<file path="src/rtl/tm_mul_scheduler.sv">
// Round-robin front end that time-shares one external combinational multiplier
// among N_REQ requesters, with a credit-guarded in-order result FIFO.
module tm_mul_scheduler #(
    parameter int N_REQ      = 4,
    parameter int W          = 8,
    parameter int LAT        = 1,
    parameter int FIFO_DEPTH = 4,
    localparam int IDW       = (N_REQ > 1) ? $clog2(N_REQ) : 1
) (
    input  logic                 clk,
    input  logic                 rst_n,
    input  logic [N_REQ-1:0]     req_valid,
    output logic [N_REQ-1:0]     req_ready,
    input  logic [N_REQ*W-1:0]   req_a,
    input  logic [N_REQ*W-1:0]   req_b,
    output logic [W-1:0]         mul_a,
    output logic [W-1:0]         mul_b,
    input  logic [2*W-1:0]       mul_p,
    output logic                 rsp_valid,
    input  logic                 rsp_ready,
    output logic [2*W-1:0]       rsp_data,
    output logic [IDW-1:0]       rsp_id,
    output logic                 busy,
    output logic [15:0]          op_count
);
    localparam int AW = $clog2(FIFO_DEPTH);
    localparam int CW = AW + 1;
    localparam int PW = 2 * W;

    logic [IDW-1:0] r_rr;
    logic [W-1:0]   r_mul_a, r_mul_b;
    logic [LAT-1:0] r_tok_v;
    logic [IDW-1:0] r_tok_id [LAT];
    logic [PW-1:0]  r_mem_d  [FIFO_DEPTH];
    logic [IDW-1:0] r_mem_id [FIFO_DEPTH];
    logic [AW-1:0]  r_wr, r_rd;
    logic [CW-1:0]  r_fifo_cnt;
    logic           r_rsp_valid;
    logic [PW-1:0]  r_rsp_data;
    logic [IDW-1:0] r_rsp_id;
    logic [15:0]    r_op_cnt;

    logic [CW-1:0]    w_inflight;
    logic             w_issue_ok, w_found, w_accept, w_push, w_pop, w_head_from_push;
    logic [IDW-1:0]   w_grant, w_push_id, w_head_id;
    logic [N_REQ-1:0] w_ready;
    logic [PW-1:0]    w_push_d, w_head_d;
    logic [CW-1:0]    w_cnt_nxt;
    logic [AW-1:0]    w_rd_nxt;

    always_comb begin
        w_inflight = '0;
        for (int unsigned s = 0; s < LAT; s++)
            w_inflight = w_inflight + CW'(r_tok_v[s]);
    end

    // Credit counts everything already accepted and not yet popped; registered terms only.
    assign w_issue_ok = ({1'b0, r_fifo_cnt} + {1'b0, w_inflight}) < (CW+1)'(FIFO_DEPTH);

    always_comb begin : p_arb
        logic [IDW:0] sum;
        sum     = '0;
        w_found = 1'b0;
        w_grant = '0;
        for (int unsigned off = 0; off < N_REQ; off++) begin
            sum = {1'b0, r_rr} + (IDW+1)'(off);
            if (sum >= (IDW+1)'(N_REQ))
                sum = sum - (IDW+1)'(N_REQ);
            if (!w_found && req_valid[sum[IDW-1:0]]) begin
                w_found = 1'b1;
                w_grant = sum[IDW-1:0];
            end
        end
    end

    assign w_accept = w_found & w_issue_ok & rst_n;

    always_comb begin
        w_ready = '0;
        if (w_accept)
            w_ready[w_grant] = 1'b1;
    end

    assign w_push    = r_tok_v[LAT-1];
    assign w_push_id = r_tok_id[LAT-1];

    if (LAT == 1) begin : g_lat1
        assign w_push_d = mul_p;
    end else begin : g_latn
        logic [PW-1:0] r_d [LAT-1];   // r_d[j] holds the product of pipeline stage j+2

        always_ff @(posedge clk or negedge rst_n) begin
            if (!rst_n) begin
                for (int unsigned j = 0; j < LAT - 1; j++)
                    r_d[j] <= '0;
            end else begin
                r_d[0] <= mul_p;
                for (int unsigned j = 1; j < LAT - 1; j++)
                    r_d[j] <= r_d[j-1];
            end
        end

        assign w_push_d = r_d[LAT-2];
    end

    assign w_pop     = r_rsp_valid & rsp_ready;
    assign w_rd_nxt  = r_rd + AW'(w_pop);
    assign w_cnt_nxt = r_fifo_cnt + CW'(w_push) - CW'(w_pop);
    // An entry pushed into a FIFO that is empty after this pop becomes the head directly.
    assign w_head_from_push = w_push && ((r_fifo_cnt - CW'(w_pop)) == '0);
    assign w_head_d  = w_head_from_push ? w_push_d  : r_mem_d[w_rd_nxt];
    assign w_head_id = w_head_from_push ? w_push_id : r_mem_id[w_rd_nxt];

    always_ff @(posedge clk or negedge rst_n) begin
        if (!rst_n) begin
            r_rr        <= '0;
            r_mul_a     <= '0;
            r_mul_b     <= '0;
            r_op_cnt    <= '0;
            r_tok_v     <= '0;
            for (int unsigned s = 0; s < LAT; s++)
                r_tok_id[s] <= '0;
            for (int unsigned e = 0; e < FIFO_DEPTH; e++) begin
                r_mem_d[e]  <= '0;
                r_mem_id[e] <= '0;
            end
            r_wr        <= '0;
            r_rd        <= '0;
            r_fifo_cnt  <= '0;
            r_rsp_valid <= 1'b0;
            r_rsp_data  <= '0;
            r_rsp_id    <= '0;
        end else begin
            if (w_accept) begin
                r_mul_a <= req_a[w_grant*W +: W];
                r_mul_b <= req_b[w_grant*W +: W];
                r_rr    <= (w_grant == IDW'(N_REQ - 1)) ? '0 : w_grant + 1'b1;
                if (r_op_cnt != 16'hFFFF)
                    r_op_cnt <= r_op_cnt + 16'd1;
            end

            r_tok_v[0]  <= w_accept;
            r_tok_id[0] <= w_grant;
            for (int unsigned s = 1; s < LAT; s++) begin
                r_tok_v[s]  <= r_tok_v[s-1];
                r_tok_id[s] <= r_tok_id[s-1];
            end

            if (w_push) begin
                r_mem_d[r_wr]  <= w_push_d;
                r_mem_id[r_wr] <= w_push_id;
                r_wr           <= r_wr + 1'b1;
            end
            r_rd        <= w_rd_nxt;
            r_fifo_cnt  <= w_cnt_nxt;
            r_rsp_valid <= (w_cnt_nxt != '0);
            if (w_cnt_nxt != '0) begin
                r_rsp_data <= w_head_d;
                r_rsp_id   <= w_head_id;
            end
        end
    end

    assign req_ready = w_ready;
    assign mul_a     = r_mul_a;
    assign mul_b     = r_mul_b;
    assign rsp_valid = r_rsp_valid;
    assign rsp_data  = r_rsp_data;
    assign rsp_id    = r_rsp_id;
    assign busy      = (w_inflight != '0) | (r_fifo_cnt != '0);
    assign op_count  = r_op_cnt;

endmodule

</file>
<file path="config.mk">
export PLATFORM = sky130hd
export DESIGN_NAME = tm_mul_scheduler
export DESIGN_NICKNAME = d
export VERILOG_FILES = /design/src/rtl/tm_mul_scheduler.sv
export SDC_FILE = /design/constraint.sdc
export NUM_CORES = 1
export LEC_CHECK = 0
export ABC_AREA = 0
export CAP_MARGIN = 10
export CORE_MARGIN = 2
export CORE_UTILIZATION = 45
export CTS_CLUSTER_SIZE = 14
export DETAILED_ROUTE_END_ITERATION = 10
export PLACE_DENSITY = 0.78
export SLEW_MARGIN = 5
export SYNTH_ARGS = -nofsm -noshare
export SYNTH_HDL_FRONTEND = slang
export SYNTH_SLANG_ARGS = --single-unit
</file>
<file path="constraint.sdc">
create_clock -name clk -period 2.3 [get_ports clk]
set_input_delay 0.575 -clock clk [delete_from_list [all_inputs] [get_ports clk]]
set_output_delay 0.575 -clock clk [all_outputs]
set_load 0.03 [all_outputs]
</file>
==> impl_metrics.yaml <==
setup_path:
  crit_fanout: 3
  endpoint_kind: "output port"
  slowest_stage: "dfrtp_1"
  arrival_ps: 2030
  required_ps: 1730
  start_kind: "register"
  worstSetupPathType: "reg2out"
  critPathMaxStageDelay_ps: 420
  worstPathCellList: "ha_2 > or3_4 > o211ai_4 > nand2_4 > buf_6 > inv_4 > nand2_4 > nor2_4 > buf_6"
clock_network:
  clk_pin_slew_ps: 50
  cts_root_buf: "clkbuf_16"
  numCtsBuffers: 17
  cts_tree: "yes"
  hold_buffers: 0
  insertion_delay_ps: 410
  cts_sinks: 135
  cts_buffer_depth: 2
  cts_max_level: 4
sta:
  post-route-min-period_ps: 2610
  tightestPinTransition_ps: 753
  fin_ws_ps: -306
  slew_headroom_pct: 49.8
  grt_setup_unrepaired: "true"
  setup_viol: 4
  max_freq_mhz: 384
  hold_viol: 0
  min_period_over_period_pct: 113
  fin_setup_tns_ps: -1150
  drv_slew: 0
  skew_ps: 8.78
job:
  max_cap_viol_count: 0
final_layout:
  finish.utilization_pct: 63.8
  final_area_mm2: 0.00917
  fillers: 1037
  ff_latch_area_mm2: 0.00338
  layout_common_cells: "dfrtp_1, clkdlybuf4s50_1, mux2_2"
  layout_commonest_cell: "dfrtp_1"
  nets: 779
  multiInputGateArea_mm2: 0.00311
  drive_above_1_share_pct: 30.7
  num_antenna_cells: 0
  syn_to_final_growth_pct: 40.0
floorplan:
  core_mm2: 0.0144
  start_util_pct: 45.6
  die-area_mm2: 0.0155
  die_h_um: 125
  fp-row-count: 44
  die_w_um: 125
  io-pin-count: 143
placement:
  place_area_mm2: 0.00851
  place_ws_ps: -655
  portBuffers: 142
  hpwlAfterDp_um: 10500
  routabilityCongestion: 0.761
synth:
  synth_edf_count: 0
  syn_inst: 499
  seq_area_frac_synth_pct: 51.6
  syn_nets: 596
  syn_avg_cell_area_um2: 13.1
  yosysTopAreaCellShare_pct: 51.6
  synth_ff_type: "dfrtp_1"
  synth.area.top_cells: "dfrtp_1, mux2_2, mux4_2"
  yosys_warnings: 0
  synth-seq-cells: 135
  synth_top_area_cell: "dfrtp_1"
  synth_cell_types: 47
  async_reset_ff_share_pct: 100
  synth.cell_area_mm2: 0.00655
grt:
  antenna_found_initial: 0
  grt_max_degree: 136
  grt_pass1_vias: 5156
  grtUsageTotal_pct: 20.7
  gr-total-overflow: 0
  grt_pass1_wl_um: 25300
power_and_ir_drop:
  pwr-share-seq_pct: 31.4
  internal_power_w: 0.00859
  vdd_ir_drop_max_mv: 0.809
  p_comb_share_pct: 50.0
  p_switching_w: 0.00488
  powerDensity_mw_per_mm2: 1470
  clkPwrFrac_pct: 18.5
  swShare_pct: 36.2
  leakagePower_nw: 3.96
detailed_routing:
  vias: 4741
  drc: 0
  drt-initial-drc-count: 151
  wirelength_um: 15400
  dr.pass1.iters: 4
  routedWlPerCell_um: 17.5
  ant_nets: 0
  drt-vias-per-instance: 5.40
worst_hold_path:
  hold_class: "in2async"
outcome:
  status: "finished with violations"
  violations: "setup timing"
## cell families after synthesis
kind of cell | after synthesis | synth area share (%)
DFF | 135 | 51.6
muxes | 126 | 24.2
and+or+nand+nor | 104 | 7.93
AOI/OAI and AO/OA | 64 | 8.49
buffers and inverters | 39 | 2.94
xor gates and xnor gates | 21 | 2.81
adders and majority gates | 10 | 2.03
## synth_stat cells, types with 2 or more instances
cell and count:
inv_1 12, a211oi_1 16, a21oi_1 20, and2_1 7
ha_1 9, and2_0 9, or3_1 3, mux2i_1 34
buf_2 11, and4_1 2, buf_4 2, nor2_1 43
xnor2_1 11, a2111oi_1 4, nor3_1 6, mux4_2 18
nand3_1 4, mux2_2 73, xor2_1 10, nand4_1 6
o21ai_0 3, dfrtp_1 135, buf_6 3, clkbuf_1 10
nand2_1 15, a2111oi_2 12
## registers in the layout, indices dropped and copies added, names as in the netlist
register / count
r_tok_v: 1
r_tok_id: 2
op_count: 16
r_rd: 2
r_rr: 2
rsp_id: 2
mul_b: 8
mul_a: 8
r_mem_d: 64
rsp_valid: 1
r_wr: 2
r_mem_id: 8
rsp_data: 16
r_fifo_cnt: 3
## path summary, 6_finish.rpt
path | cells past startpoint | from | to | slack (ps)
max | 9 | r_fifo_cnt[2] | req_ready[1] | -310
max reg2reg | 8 | rsp_valid | rsp_data[6] | 60
min | 2 | rst_n | op_count[14] | 220
max in group asynchronous | 2 | rst_n | rsp_valid | 1470
min in group clk | 1 | r_mem_d[16] | r_mem_d[16] | 500
min reg2reg | 1 | r_mem_d[16] | r_mem_d[16] | 500
## power groups by stage
stage	clock network [W]	registers, W	logic, W
after detailed placement	0	0.00425	0.00654
after CTS	0.00255	0.00423	0.00671
final	0.00249	0.00424	0.00674
after global routing	0.00266	0.00438	0.00725
after floorplan	0	0.00476	0.00384
after global placement	0	0.00416	0.00632
## layout make-up
class                   instances  area share (%)
multi-input cells             325            33.9
clock buffers                  27            5.38
inverters                      13           0.587
flip-flops and latches        135            36.9
clock inverters                 4           0.491
well taps                     184            2.51
repair buffers                190            20.3
## stage by stage
step | hold slack, ps | total power [W] | cells
finish | 218 | 0.0135 | 878
global route | 273 | 0.0143 | 878
CTS | 321 | 0.0135 | 878
detailed placement | 489 | 0.0108 | 841
global placement | 481 | 0.0105 | 841
floorplan | 279 | 0.00860 | 499
## worst max-delay path: cells and delay by family (launching register included)
kind	cells	cell delay (ps)
buffers and inverters	3	300
AND/OR/NAND/NOR	4	580
adder cells (fa/ha/maj)	1	190
flip-flops	1	420
AO/OA/AOI/OAI	1	120
## per-layer routing
layer  wire length, um  track usage [%]  share of wire [%]
met3               977             6.74                6.4
met2              7750             35.7                 50
met5                 0                0                  0
met4               248             7.40                1.6
met1              6400             24.2                 42
## timing repair
item / 4_1_cts / 5_1_grt
resized for setup: 19 / 7
setup endpoints to repair: 24 / 23
setup buffers: 6 / 0
pin swaps: 10 / 3
Note: power is estimated with default switching activity, not from simulation.
